$ cat config.mk
export PLATFORM = sky130hd
export DESIGN_NAME = layer1_post
export DESIGN_NICKNAME = d
export VERILOG_FILES = /design/src/rtl/layer1_pkg.sv /design/src/rtl/layer1_act_lane.sv /design/src/rtl/layer1_post.sv
export SDC_FILE = /design/constraint.sdc
export NUM_CORES = 1
export LEC_CHECK = 0
export CORE_MARGIN = 2
export CORE_UTILIZATION = 45
export CTS_CLUSTER_SIZE = 28
export DETAILED_ROUTE_END_ITERATION = 7
export PLACE_DENSITY = 0.69
export RECOVER_POWER = 100
export SETUP_SLACK_MARGIN = 0.5
export SLEW_MARGIN = 5
export SYNTH_ARGS = -nofsm -noshare
export SYNTH_HDL_FRONTEND = slang
export SYNTH_SLANG_ARGS = --single-unit
$ cat constraint.sdc
create_clock -name clk -period 4.7 [get_ports clk]
set_clock_uncertainty 0.05 [all_clocks]
set_input_delay 1.175 -clock clk [delete_from_list [all_inputs] [get_ports clk]]
set_output_delay 1.175 -clock clk [all_outputs]
set_load 0.02 [all_outputs]
$ cat src/rtl/layer1_pkg.sv
// Shared defaults and FSM encoding for the layer-1 post-processing block.
package layer1_pkg;

  localparam int LANES_DEF  = 10;
  localparam int LANE_W_DEF = 16;
  localparam int OUT_W_DEF  = 8;
  localparam int SHIFT_DEF  = 4;

  typedef enum logic [1:0] {
    IDLE = 2'd0,
    PROC = 2'd1,
    SEND = 2'd2
  } state_t;

endpackage

$ cat src/rtl/layer1_act_lane.sv
// One lane of the activation datapath: bias add, ReLU, right shift, saturate.
module layer1_act_lane import layer1_pkg::*; #(
  parameter int LANE_W = LANE_W_DEF,
  parameter int OUT_W  = OUT_W_DEF,
  parameter int SHIFT  = SHIFT_DEF
) (
  input  logic [LANE_W-1:0] lane,
  input  logic [LANE_W-1:0] bias,
  output logic [OUT_W-1:0]  act
);

  logic [LANE_W:0] sum;
  logic [LANE_W:0] shifted;

  always_comb begin
    // One extra bit of headroom means the two's complement add cannot overflow.
    sum     = {lane[LANE_W-1], lane} + {bias[LANE_W-1], bias};
    shifted = '0;
    if (!sum[LANE_W]) begin
      shifted = sum >> SHIFT;
    end
    act = (|shifted[LANE_W:OUT_W]) ? '1 : shifted[OUT_W-1:0];
  end

endmodule

$ cat src/rtl/layer1_post.sv
// Captures a column of accumulator sums, activates all lanes in one cycle,
// then streams the activations out one lane per handshake.
module layer1_post import layer1_pkg::*; #(
  parameter int LANES  = LANES_DEF,
  parameter int LANE_W = LANE_W_DEF,
  parameter int OUT_W  = OUT_W_DEF,
  parameter int SHIFT  = SHIFT_DEF
) (
  input  logic                    clk,
  input  logic                    reset,
  input  logic                    col_valid,
  output logic                    col_ready,
  input  logic [LANES*LANE_W-1:0] column,
  input  logic [LANE_W-1:0]       bias,
  output logic                    out_valid,
  input  logic                    out_ready,
  output logic [OUT_W-1:0]        out_data,
  output logic [3:0]              out_idx,
  output logic                    out_last,
  output logic                    overrun
);

  localparam logic [3:0] LAST_IDX = 4'(LANES - 1);

  state_t                  state_reg;
  state_t                  state_next;
  logic [LANES*LANE_W-1:0] column_reg;
  logic [LANE_W-1:0]       bias_reg;
  logic [OUT_W-1:0]        buf_reg [LANES];
  logic [OUT_W-1:0]        act [LANES];
  logic [3:0]              idx_reg;
  logic                    overrun_reg;

  generate
    for (genvar gi = 0; gi < LANES; gi++) begin : g_lane
      layer1_act_lane #(
        .LANE_W (LANE_W),
        .OUT_W  (OUT_W),
        .SHIFT  (SHIFT)
      ) u_act (
        .lane (column_reg[gi*LANE_W +: LANE_W]),
        .bias (bias_reg),
        .act  (act[gi])
      );
    end
  endgenerate

  always_ff @(posedge clk) begin
    if (reset) begin
      state_reg <= IDLE;
    end else begin
      state_reg <= state_next;
    end
  end

  always_comb begin
    state_next = state_reg;
    case (state_reg)
      IDLE:    if (col_valid) state_next = PROC;
      PROC:    state_next = SEND;
      SEND:    if (out_ready && idx_reg == LAST_IDX) state_next = IDLE;
      default: state_next = IDLE;
    endcase
  end

  always_comb begin
    col_ready = (state_reg == IDLE);
    out_valid = (state_reg == SEND);
    out_idx   = idx_reg;
    out_data  = out_valid ? buf_reg[idx_reg] : '0;
    out_last  = out_valid && (idx_reg == LAST_IDX);
    overrun   = overrun_reg;
  end

  always_ff @(posedge clk) begin
    if (reset) begin
      column_reg <= '0;
      bias_reg   <= '0;
    end else if (state_reg == IDLE && col_valid) begin
      column_reg <= column;
      bias_reg   <= bias;
    end
  end

  always_ff @(posedge clk) begin
    for (int i = 0; i < LANES; i++) begin
      if (reset) begin
        buf_reg[i] <= '0;
      end else if (state_reg == PROC) begin
        buf_reg[i] <= act[i];
      end
    end
  end

  // Index wraps to 0 on the final transfer so it reads 0 while idle.
  always_ff @(posedge clk) begin
    if (reset) begin
      idx_reg     <= '0;
      overrun_reg <= 1'b0;
    end else begin
      if (state_reg == PROC) begin
        idx_reg <= '0;
      end else if (state_reg == SEND && out_ready) begin
        idx_reg <= (idx_reg == LAST_IDX) ? 4'd0 : idx_reg + 4'd1;
      end
      if (col_valid && state_reg != IDLE) begin
        overrun_reg <= 1'b1;
      end
    end
  end

endmodule

Yosys cells after proc, flatten, opt, wreduce, memory -nomap -nowiden:

Memories as Yosys holds them, arrays and structs flattened. A register that Yosys moved wholly into a read port is not among the register bits.
Cells that the tools add are included.

* RAM bits: 80
* memories: 1
* word-level logic and storage cells: 93
* input port bits: 180
* register bits after elaboration: 183

Memory list
* buf_reg: words 10, bits a word 8, read ports 1, clocked after memory_dff 1, write ports 10, RTL line layer1_post.sv:29 `logic [OUT_W-1:0] buf_reg [LANES];`

* add/sub/neg operators: 11
* equality and inequality tests: 5
* mux-type cells: 42
* reductions and logical operators: 19
* bitwise gates (word level): 10

Operator list (count)
* 16-bit by 16-bit adder with 17-bit output: 10
* 8-bit 2-to-1 mux: 21
* 12-bit 2-to-1 mux: 10
* 9-bit OR reduction: 10
* 4-bit 2-to-1 mux: 3
* 1-bit OR: 10
* 2-bit one-hot mux with 3 select lines: 1
* 1-bit logical AND: 5
* 1-bit 2-to-1 mux: 5
* 4-bit by 1-bit adder with 4-bit output, second input constant: 1
* 4-bit == test, second input constant: 1
* 2-bit 2-to-1 mux: 2
* 2-bit by 1-bit == test with 1-bit output, second input constant: 1
* 2-bit == test, second input constant: 1
* 2-bit logical NOT: 1
* 2-bit by 1-bit != test with 1-bit output, second input constant: 1
* 2-bit != test, second input constant: 1
* 2-bit AND reduction: 1
* 2-bit nonzero test: 1
* 2-bit OR reduction: 1

Logic depth before layout (Yosys ltp):

* word-level depth: 5
* gate-level depth with buffers: 10

Hierarchy:

A second synthesis with hierarchy kept.

* cells, all modules: 2181
* area, all modules: 18433.9 sq um

By module, submodules not included
* layer1_post: area an instance 10136.0 sq um, times used 1, cells an instance 1061, seq. area each 6145.9 sq um
* layer1_act_lane (g_lane[0].u_act ...): area an instance 795.8 sq um, times used 6, cells an instance 104, seq. area each 0.0 sq um
* layer1_act_lane (g_lane[6].u_act ...): area an instance 880.8 sq um, times used 4, cells an instance 124, seq. area each 0.0 sq um

Worst setup path after synthesis:

Ideal clock, no wire load.

* path type: input -> register
* from: input reset
* to: memory buf_reg[0][0] in the netlist's numbering (enable)
* setup slack: 0.463 ns
* path buffers: 2
* cell stages on the path: 3
* arrival time: 3.732 ns
* required time: 4.195 ns
* setup time: 0.455 ns
* cell sequence: clkbuf_1 > clkbuf_1 > nand2b_1

RTL lines
* start: declaration: RTL line layer1_post.sv:10 `input logic reset,`
* end: declaration: RTL line layer1_post.sv:29

==> impl_metrics.py <==
metrics = {
    "routing": {
        "drt.antenna.violating_nets": 0,
        "firstDrtPassIters": 8,
        "viasPerCell": 5.598,
        "dr.first_iter.drc_count": 964,
        "wl_per_cell_um": 18.92,
        "finalWirelength_um": 46220,
        "vias": 13680,
        "drcViolationCount": 0,
    },
    "clocking": {
        "cts.sinks": 267,
        "numCtsBuffers": 30,
        "clock_latency_ns": 0.57,
        "cts_max_path_buffers": 3,
        "cts_tree": "done",
        "clkSlewWorstSetupHoldPaths_ns": 0.06,
        "htree_levels": 1,
        "clock-root-buffer": "clkbuf_16",
        "cts_setup_buffers": 0,
    },
    "global_route": {
        "grt_start_max_net_pins": 113,
        "grt_first_pass_wirelength_um": 70750,
        "grt_pass1_vias": 13140,
        "grt-ovfl-total": 0,
        "antenna_found_initial": 0,
        "grt.total_usage_pct": 24.82,
    },
    "floorplan": {
        "die_w_um": 191.9,
        "io_pins": 196,
        "die_y_um": 191.9,
        "start_util_pct": 45.90,
        "die-area_um2": 36840,
        "coreArea_um2": 34630,
        "rows": 68,
    },
    "worst_hold_path": {
        "whs_path_depth": 2,
        "min-delay-start": "column_reg[97]",
        "min_path_type": "reg2reg",
        "min_to": "column_reg[97]",
    },
    "pwr": {
        "power_leakage_uw": 0.008052,
        "vdd_ir_drop_max_uv": 259.8,
        "cellPowerDensity_nw_per_um2": 328.2,
    },
    "logic_synthesis": {
        "synth_area_leaders": "dfxtp_1, edfxtp_1, ha_1",
        "synth_area_um2": 15890,
        "synth_edf_count": 80,
        "postSynthCellCount": 1788,
        "async_reset_ff_share_pct": 0,
        "syn_nets": 2118,
        "synth-simple-area-share_pct": 17.09,
        "syn_area_per_cell_um2": 8.889,
        "yosys_warnings": 0,
        "synth_top_family_by_area": "compound AO/OA/AOI/OAI gates",
        "synth_top_area_share_pct": 23.56,
        "ys.flop_type": "dfxtp_1",
        "ys_ff_latch": 267,
        "synth_adder_area_share_pct": 11.81,
        "synthMuxAreaShare_pct": 3.354,
        "synthDistinctLibCells": 75,
        "synth_xor_area_share_pct": 4.795,
        "seq_area_frac_synth_pct": 38.67,
        "synth_top_area_cell": "dfxtp_1",
        "synth_compound_area_share_pct": 21.67,
    },
    "place": {
        "pre_cts_ws_ns": 0.9779,
        "port_buffers": 195,
        "hpwl_um": 33910,
        "gp_congestion": 0.9124,
        "dp.cells": 2387,
    },
    "sta": {
        "setup_violations": 0,
        "max-slew-margin-rel_pct": -55.60,
        "fin_crit_sh_pct": 90.10,
        "timing.hold.ws_ns": 0.4093,
        "worst_slack_ns": 0.4655,
        "worst_pin_slew_ns": 2.328,
        "tns_ns": 0,
        "slew_violations": 191,
        "rsz0062_at_grt": "no",
        "hold_viol": 0,
        "fin_crit_ns": 4.235,
        "max_freq_mhz": 236.2,
    },
    "finish": {
        "final_common_cell": "nand2_1",
        "area_delta_synth_final_pct": 20.93,
        "largest_reg_flops": 160,
        "nets": 2294,
        "fin_cells": 2443,
        "mostFrequentLayoutCells": "nand2_1, a21oi_1, dfxtp_1",
        "nFillCells": 3130,
        "final_layout_size_suffix_gt1_share_pct": 6.539,
        "antenna_cells": 0,
    },
    "flow_run": {
        "drv_cap": 3,
    },
    "setup_path": {
        "critPathKind": "reg2out",
        "worstRegToRegCells": 10,
        "cp.arrival_ns": 3.01,
        "regToRegSetupSlack_ns": 0.48,
        "r2r-end": "buf_reg[6][4]",
        "crit_path_end_kind": "primary output",
        "timing.rr.start": "bias_reg[3]",
        "crit_required_ns": 3.47,
        "crit_path_max_fanout": 24,
        "start_kind": "register",
    },
    "run_status": {
        "violations": "max-capacitance violations, max-slew violations",
        "status": "finished with violations",
    },
}
## cells in the mapped netlist (32+ instances only)
| cell | number |
|---|---|
| xnor2_1 | 45 |
| clkbuf_1 | 66 |
| edfxtp_1 | 80 |
| a21oi_1 | 306 |
| ha_1 | 150 |
| nand2_1 | 392 |
| nor2_1 | 47 |
| xor2_1 | 42 |
| a21o_1 | 47 |
| nor2b_1 | 35 |
| inv_1 | 32 |
| dfxtp_1 | 187 |
## timing repair
action                     in CTS  in global routing
gates resized for setup         3                  4
pin swaps                       0                  0
hold buffers                    0                  0
setup endpoints to repair       8                  4
gates cloned                    0                  0
## worst max-delay path, cell delays in order (launching register included)
cell and delay [ns]:
dfxtp_1 0.34, buf_8 0.25, mux4_2 0.52, nor2b_1 0.14, a211oi_1 0.32, a211oi_1 0.14, dlygate4sd3_1 0.71
## logic make-up after synthesis
family | after synthesis
mux | 33
xor+xnor | 87
buf+inv | 109
compound gates | 541
simple gates | 601
fa+ha+maj | 150
flops | 267
## layout make-up
type,count,area [µm²],share of cell area (%)
repair buffers,220,2146,11.16
clock inverters,16,157.7,0.8203
inverters,33,123.9,0.6445
clock buffers,40,862.1,4.485
well taps,455,569.3,2.962
flip-flops and latches,267,6147,31.98
multi-input cells,1412,9214,47.94
## metrics by stage
step	utilization, %	power (µW)	instance area, µm²
after floorplan	-	3491	15900
after global placement	53.01	3936	18360
after detailed placement	53.01	3959	18360
after CTS	55.98	6373	19380
after global routing	55.50	6577	19220
final	55.50	6308	19220
## power breakdown
| part | total, µW | switching [µW] | leakage, µW | internal [µW] |
|---|---|---|---|---|
| combinational | 1200 | 679 | 0.00518 | 523 |
| clock | 2410 | 965 | 0.000498 | 1450 |
| sequential | 2700 | 145 | 0.00238 | 2550 |
## how the worst max path moves through the flow
stage / startpoint / to / slack (ns) / cells past startpoint
after global routing: bias_reg[3] / buf_reg[6][4] / 0.26 / 10
after detailed placement: register / out_data[7] / 0.98 / 6
final: register / out_data[1] / 0.47 / 6
after global placement: register / out_data[7] / 1.01 / 6
after CTS: register / out_data[7] / 0.48 / 6
after floorplan: reset / buf_reg[0][0] / 1.41 / 3
## per-layer routing
layer  vias up  track usage [%]  share of wire [%]
met5         -                0                  0
met2       406            41.28                 46
met3        80            3.855                6.2
met1      6386            32.60                 44
li1       6804                -                  -
met4         0            9.083                3.6
Note: power is estimated with default switching activity, not from simulation.
